$ cat src/rtl/m_mux_rr.sv
// N-channel registered multiplexer with round-robin arbitration and valid/ready handshake.
// Define M_MUX_RR_FIXED_PRIO_EN to replace round-robin with fixed lowest-index priority.
module m_mux_rr #(
  parameter  int unsigned WIDTH    = 16,
  parameter  int unsigned CHANNELS = 4,
  localparam int unsigned CW       = $clog2(CHANNELS)
) (
  input  logic                      i_clk,
  input  logic                      i_rst,
  input  logic [CHANNELS*WIDTH-1:0] i_data,
  input  logic [CHANNELS-1:0]       i_valid,
  output logic [CHANNELS-1:0]       o_ready,
  output logic [WIDTH-1:0]          o_data,
  output logic                      o_valid,
  output logic [CW-1:0]             o_chan,
  input  logic                      i_ready
);

  logic              can_load;
  logic              take;
  logic              grant_found;
  logic [CW-1:0]     grant;
  logic [CW-1:0]     start;
  logic [WIDTH-1:0]  sel_data;

`ifdef M_MUX_RR_FIXED_PRIO_EN
  assign start = '0;
`else
  logic [CW-1:0] ptr;
  assign start = ptr;
`endif

  assign can_load = !o_valid || i_ready;
  assign take     = grant_found && can_load && !i_rst;

  // Wrapped search from start; the index is folded back below CHANNELS so
  // non-power-of-two channel counts never select a nonexistent requester.
  always_comb begin : arbitrate
    int unsigned idx;
    idx         = 0;
    grant_found = 1'b0;
    grant       = '0;
    for (int unsigned i = 0; i < CHANNELS; i++) begin
      idx = 32'(start) + i;
      if (idx >= CHANNELS) idx = idx - CHANNELS;
      if (!grant_found && i_valid[CW'(idx)]) begin
        grant_found = 1'b1;
        grant       = CW'(idx);
      end
    end
  end

  always_comb begin
    sel_data = '0;
    for (int unsigned k = 0; k < CHANNELS; k++) begin
      if (grant == CW'(k)) sel_data = i_data[k*WIDTH +: WIDTH];
    end
  end

  always_comb begin
    o_ready = '0;
    if (take) o_ready[grant] = 1'b1;
  end

  always_ff @(posedge i_clk) begin
    if (i_rst) begin
      o_valid <= 1'b0;
      o_data  <= '0;
      o_chan  <= '0;
    end else if (take) begin
      o_valid <= 1'b1;
      o_data  <= sel_data;
      o_chan  <= grant;
    end else if (i_ready) begin
      o_valid <= 1'b0;
    end
  end

`ifndef M_MUX_RR_FIXED_PRIO_EN
  always_ff @(posedge i_clk) begin
    if (i_rst) begin
      ptr <= '0;
    end else if (take) begin
      ptr <= (grant == CW'(CHANNELS-1)) ? '0 : grant + CW'(1);
    end
  end
`endif

endmodule
$ cat config.mk
export PLATFORM = sky130hd
export DESIGN_NAME = m_mux_rr
export DESIGN_NICKNAME = d
export VERILOG_FILES = /design/src/rtl/m_mux_rr.sv
export SDC_FILE = /design/constraint.sdc
export NUM_CORES = 1
export LEC_CHECK = 0
export CORE_MARGIN = 5
export CORE_UTILIZATION = 25
export DETAILED_ROUTE_END_ITERATION = 12
export GPL_ROUTABILITY_DRIVEN = 0
export PLACE_DENSITY = 0.69
export SLEW_MARGIN = 20
export SYNTH_ARGS = -nofsm -noshare
export SYNTH_HDL_FRONTEND = slang
export SYNTH_SLANG_ARGS = --single-unit
export TNS_END_PERCENT = 5
$ cat constraint.sdc
create_clock -name i_clk -period 2.75 [get_ports i_clk]
set_input_delay 0.275 -clock i_clk [delete_from_list [all_inputs] [get_ports i_clk]]
set_output_delay 0.275 -clock i_clk [all_outputs]
set_load 0.01 [all_outputs]
Word-level counts from Yosys, hierarchy flattened --
Cells that the tools add are included.
Cells by class: reduce and logical (&&, ||, !) cells 14, div/mod/pow operators 0, bitwise gates (word level) 0, shift operators 0, mux-type cells 30, multipliers 0, $add $sub $neg 8, eq/ne operators 3, $lt $le $gt $ge 10
Operators by type and width (number):
- 16-bit two-way mux | 4
- 2-bit two-way mux | 9
- 2-bit by 3-bit < comparator with 1-bit output, second input constant | 5
- 1-bit two-way mux | 11
- 3-bit >= comparator, second input constant | 3
- 1-bit binary-select mux with 2-bit select | 4
- 2-bit by 1-bit subtractor with 2-bit output, second input constant | 4
- 2-bit by 2-bit adder with 3-bit output, second input constant | 2
- 1-bit logical AND | 6
- 1-bit zero test | 5
- 2-bit equality test, second input constant | 2
- 4-bit two-way mux | 1
- 2-bit by 1-bit adder with 3-bit output, second input constant | 1
- 2-bit by 3-bit >= comparator with 1-bit output, second input constant | 1
- 2-bit by 1-bit adder with 2-bit output, second input constant | 1
- 1-bit demux with 2-bit select | 1
- 2-bit by 1-bit equality test with 1-bit output, second input constant | 1
- 2-bit by 1-bit >= comparator with 1-bit output, second input constant | 1
- 2-bit zero test | 1
- 2-bit nonzero test | 1
- 1-bit logical OR | 1
Storage, ports and cells: bits in read-only memories 0, RAM bits 0, bits in latches 0, output and inout port bits 23, memories 0, bits of input ports 71, register bits after elaboration 21

Longest topological paths before layout --
depth in word-level cells 19, depth in mapped cells 9

Least setup slack after synthesis --
No wires, ideal clock.
path kind flip-flop to flip-flop, from register ptr[1], to register o_data[9], setup time 79 ps, period minus slack after synthesis 2288 ps, path slack 462 ps, cell stages (with the launch flop) 9, arrival time 2208 ps, buffers on the path 2, data required time 2671 ps, cell sequence dfxtp_1 > mux2i_1 > nor2_1 > or4_1 > ha_1 > buf_2 > clkbuf_1 > a221o_1 > a22oi_1
Between the ends: word-level cells in the longest chain between the ends 19, elaborated cells between the ends (all ways) 47
Ends and longest elaborated chain:
- start: declaration | RTL line 29 | logic [CW-1:0] ptr;
- start signal: assignment | RTL line 84 | ptr <= (grant == CW'(CHANNELS-1)) ? '0 : grant + CW'(1);
- parallel branches: the longest is 19 deep, another holds 2-bit by 1-bit adder with 3-bit output
- end signal: assignment | RTL line 72 | o_data <= sel_data;
- end: declaration | RTL line 13 | output logic [WIDTH-1:0] o_data,
Several ways; the timed one is not identified. The select of a mux whose other input is x is not followed. A chain may end at the register's enable or synchronous reset.

Worst setup path after layout --
from input i_valid[0], to output o_ready[3]
Between the ends: word-level cells in the longest chain between the ends 17, elaborated cells between the ends (all ways) 30
Ends and longest elaborated chain:
- start: declaration | RTL line 11 | input logic [CHANNELS-1:0] i_valid,
- 1-bit binary-select mux with 2-bit select | RTL line 46 | if (!grant_found && i_valid[CW'(idx)]) begin
- 1-bit two-way mux (implied by the code) | RTL line 46
- 1-bit two-way mux | RTL line 46
- 1-bit zero test | RTL line 46
- 1-bit logical AND | RTL line 46
- 1-bit two-way mux | RTL line 46
- 1-bit zero test | RTL line 46
- 1-bit logical AND | RTL line 46
- [... 2 more ...]
- 1-bit logical AND | RTL line 46
- 2-bit two-way mux * | RTL line 46
- named net grant[0] | RTL line 22 | logic [CW-1:0] grant;
- 2-bit by 3-bit < comparator with 1-bit output (implied by the code) / 2-bit by 1-bit >= comparator with 1-bit output (equally long branches) | RTL line 62 | if (take) o_ready[grant] = 1'b1;
- 1-bit logical AND (implied by the code) | RTL line 62
- 1-bit two-way mux (implied by the code) | RTL line 62
- 1-bit demux with 2-bit select * | RTL line 62
- 4-bit two-way mux * | RTL line 62
- end: declaration | RTL line 12 | output logic [CHANNELS-1:0] o_ready,
The timed path passes the listed nets; every way through them passes the cells marked *. The select of a mux whose other input is x is not followed.

==> results_dict.tcl <==
set metrics [dict create \
    outcome "complete, no violations" \
    initial_utilization_pct 26.0 \
    first_pass_grt_wire_length_um 9210 \
    floorplan.io_pins 94 \
    pnr_worst_setup_slack_ns 0.0540 \
    post_cts_hold_buffer_count 0 \
    period_needed_ns 2.70 \
    crit_slowest_cell "sky130_fd_sc_hd__clkdlybuf4s50_1" \
    worst_skew_pair.late_latency_ns 0.26 \
    drv.max_cap_violation_count 0 \
    yosys-top-cells-area "sky130_fd_sc_hd__dfxtp_1 27%, sky130_fd_sc_hd__a221o_1 10%, sky130_fd_sc_hd__a2111oi_0 9.0%, sky130_fd_sc_hd__a22oi_1 7.7%, sky130_fd_sc_hd__nand3b_1 7.7%" \
    comb_power_share_pct 54.0 \
    power_density_nw_per_um2 477 \
    finalClockSkew_ns 0.00575 \
    pwr-share-clk_pct 15.6 \
    worstPathMaxFanout 4 \
    dp.final_hpwl_um 4580 \
    hold_path_class "reg -> reg" \
    clk_pin_slew_ns 0.08 \
    worst_path_most_repeated_cell "sky130_fd_sc_hd__clkdlybuf4s50_1" \
    die-area_um2 7920 \
    avgSynthCellArea_um2 7.91 \
    worst_slew_pin_slew_ns 0.664 \
    final_routed_wirelength_across_all_metal_layers_um 5890 \
    ys.warnings.count 0 \
    edff_count_synth 0 \
    fin_total_pwr_mw 1.29 \
    initial_antenna_violation_count 0 \
    synth_area_um2 1560 \
    grt_setup_unrepaired "true" \
    p_int_uw 853 \
    power_switching_uw 440 \
    post-place-ws_ns -0.199 \
    clock-root-buffer "sky130_fd_sc_hd__clkbuf_8" \
    synth_largest_type_area_fraction_pct 27.0 \
    report.final.slew_viol_count 0 \
    critical_path_capture_point_type "output port" \
    synth.top_cells.by_count "21 x sky130_fd_sc_hd__dfxtp_1, 21 x sky130_fd_sc_hd__inv_1, 19 x sky130_fd_sc_hd__a21oi_1" \
    startpoint "i_valid[0]" \
    crit_required_ns 2.48 \
    crit-reg2reg-launch "ptr[1]" \
    cpLargestDelayFamily "buffers and inverters" \
    worst_path_largest_cell_delay_ns 0.55 \
    peakVddDrop_mv 0.247 \
    fmax_ghz 0.371 \
    cellLeakagePower_nw 1.11 \
    buffer_ports.inserted 93 \
    critical_path_class "in -> out" \
    hp-start "o_data[10]" \
    drt_iter0_drc 181 \
    worstPathCellList "clkdlybuf4s50_1, mux2i_1, nor2_1, nor4_1, buf_4, ha_1, and2_1, clkdlybuf4s50_1" \
    yosysUniqueCellTypes 29 \
    crit_buf_inv 3 \
    cts_sinks 21 \
    timing.critical_path.arrival_ns 2.42 \
    final_cycle_utilization_of_the_critical_path_pct 98.0 \
    detailedRoute.firstPassIterationCount 4 \
    ant_nets 0 \
    final_number_of_setup_violating_endpoints 0 \
    coreArea_um2 5990 \
    mappedNetlistNets 272 \
    vias 1874 \
    hold_viol 0 \
    nNetsFinal 370 \
    die_width_um 89.0 \
    fin_setup_tns_ns 0 \
    synth_ff_type "sky130_fd_sc_hd__dfxtp_1" \
    synth-async-reset-ratio_pct 0 \
    diodes 0 \
    synth-seq-area-share_pct 27.0 \
    grt_max_degree 33 \
    cts_made_buffers 3 \
    post-route-drc-count 0 \
    grt_use_total_pct 14.6 \
    netlist_instances 197 \
    die_height_um 89.0 \
    cts_max_level 1 \
    worst_slew_margin_rel_pct 55.7 \
    tritoncts "built" \
    area.growth.synth_to_final_pct 74.0 \
    switching_share_pct 34.0 \
    gr_ovfl_total 0 \
    synth-seq-cells 21 \
    critical_path.startpoint_type "input port" \
    power.sequential.fraction_pct 30.5 \
    layout-drive-gt1-share_pct 10.5 \
    first_global_vias 1836 \
    num_rows 28 \
    clock_tree.buffer_depth 2 \
    synth_top_area_cell "sky130_fd_sc_hd__dfxtp_1" \
    detail_route.wl_per_cell_um 15.9 \
    post_drt_via_cell_ratio 5.08 \
]
==> registers in the layout, indices dropped and copies added, names as in the netlist <==
| signal | cells |
|---|---|
| o_data | 16 |
| o_chan | 2 |
| ptr | 2 |
| o_valid | 1 |
==> power by group through the flow <==
stage               logic [mW]  registers (mW)  clock network (mW)
global route             0.764           0.401               0.219
global placement         0.689           0.398                   0
finish                   0.698           0.394               0.202
floorplan                0.340           0.417                   0
detailed placement       0.693           0.400                   0
CTS                      0.701           0.393               0.207
==> logic make-up after synthesis <==
family / synth area share [%]
compound gates: 37.9
simple gates: 19.8
buf+inv: 11.5
mux: 0.642
fa+ha+maj: 3.21
flops: 27.0
==> tightest hold or removal path, delay by kind of cell (launching register included) <==
family             cells  cell delay (ns)
DFF                    1             0.31
and+or+nand+nor        1             0.05
AOI/OAI and AO/OA      1             0.05
==> per-layer routing <==
layer  GRT usage, %  vias to the layer above  share of wire (%)
met5              0                        -                  0
met4           3.52                        0                1.7
met3           2.49                        6                7.7
met2           22.3                       75                 45
met1           21.4                      849                 45
li1               -                      944                  -
==> stage by stage <==
stage               cells  utilization [%]  area [µm²]  hold WS (ns)
floorplan             197                -        1560         0.482
detailed placement    364             44.1        2640         0.450
global placement      364             44.1        2640         0.445
finish                369             45.3        2710         0.459
global route          369             45.3        2710         0.478
CTS                   369             45.0        2700         0.462
==> repair_timing <==
action / CTS / global route
cloned: 0 / 0
gates resized for setup: 1 / 6
setup endpoints to repair: 2 / 5
buffers inserted: 1 / 0
endpoints found under the hold margin: 0 / 0
==> area by class of cell <==
class / instances / area [µm²]
well taps: 75 / 93.8
repair buffers: 115 / 1100
flip-flops and latches: 21 / 422
fillers: 582 / 3280
inverters: 21 / 78.8
multi-input cells: 133 / 970
clock buffers: 4 / 45.0
==> path summary, 6_finish.rpt <==
kind / endpoint / slack (ns) / depth (start not counted)
setup reg to reg: o_data[5] / 0.39 / 9
setup / recovery: o_ready[3] / 0.05 / 8
hold reg to reg: o_data[10] / 0.46 / 2
hold / removal: o_data[10] / 0.46 / 2
==> placed cells by master (no fill, tap or decap), types with 4 or more instances in the layout <==
cell | synthesis | final
sky130_fd_sc_hd__and2_1 | 4 | 4
sky130_fd_sc_hd__a221o_1 | 16 | 16
sky130_fd_sc_hd__ha_1 | 4 | 4
sky130_fd_sc_hd__nand2_1 | 17 | 17
sky130_fd_sc_hd__inv_1 | 21 | 21
sky130_fd_sc_hd__a2111oi_0 | 16 | 15
sky130_fd_sc_hd__a21oi_1 | 19 | 19
sky130_fd_sc_hd__clkdlybuf4s50_1 | 0 | 90
sky130_fd_sc_hd__buf_4 | 0 | 22
sky130_fd_sc_hd__nand3b_1 | 16 | 16
sky130_fd_sc_hd__a22oi_1 | 16 | 16
sky130_fd_sc_hd__dfxtp_1 | 21 | 20
Note: power is estimated with default switching activity, not from simulation.
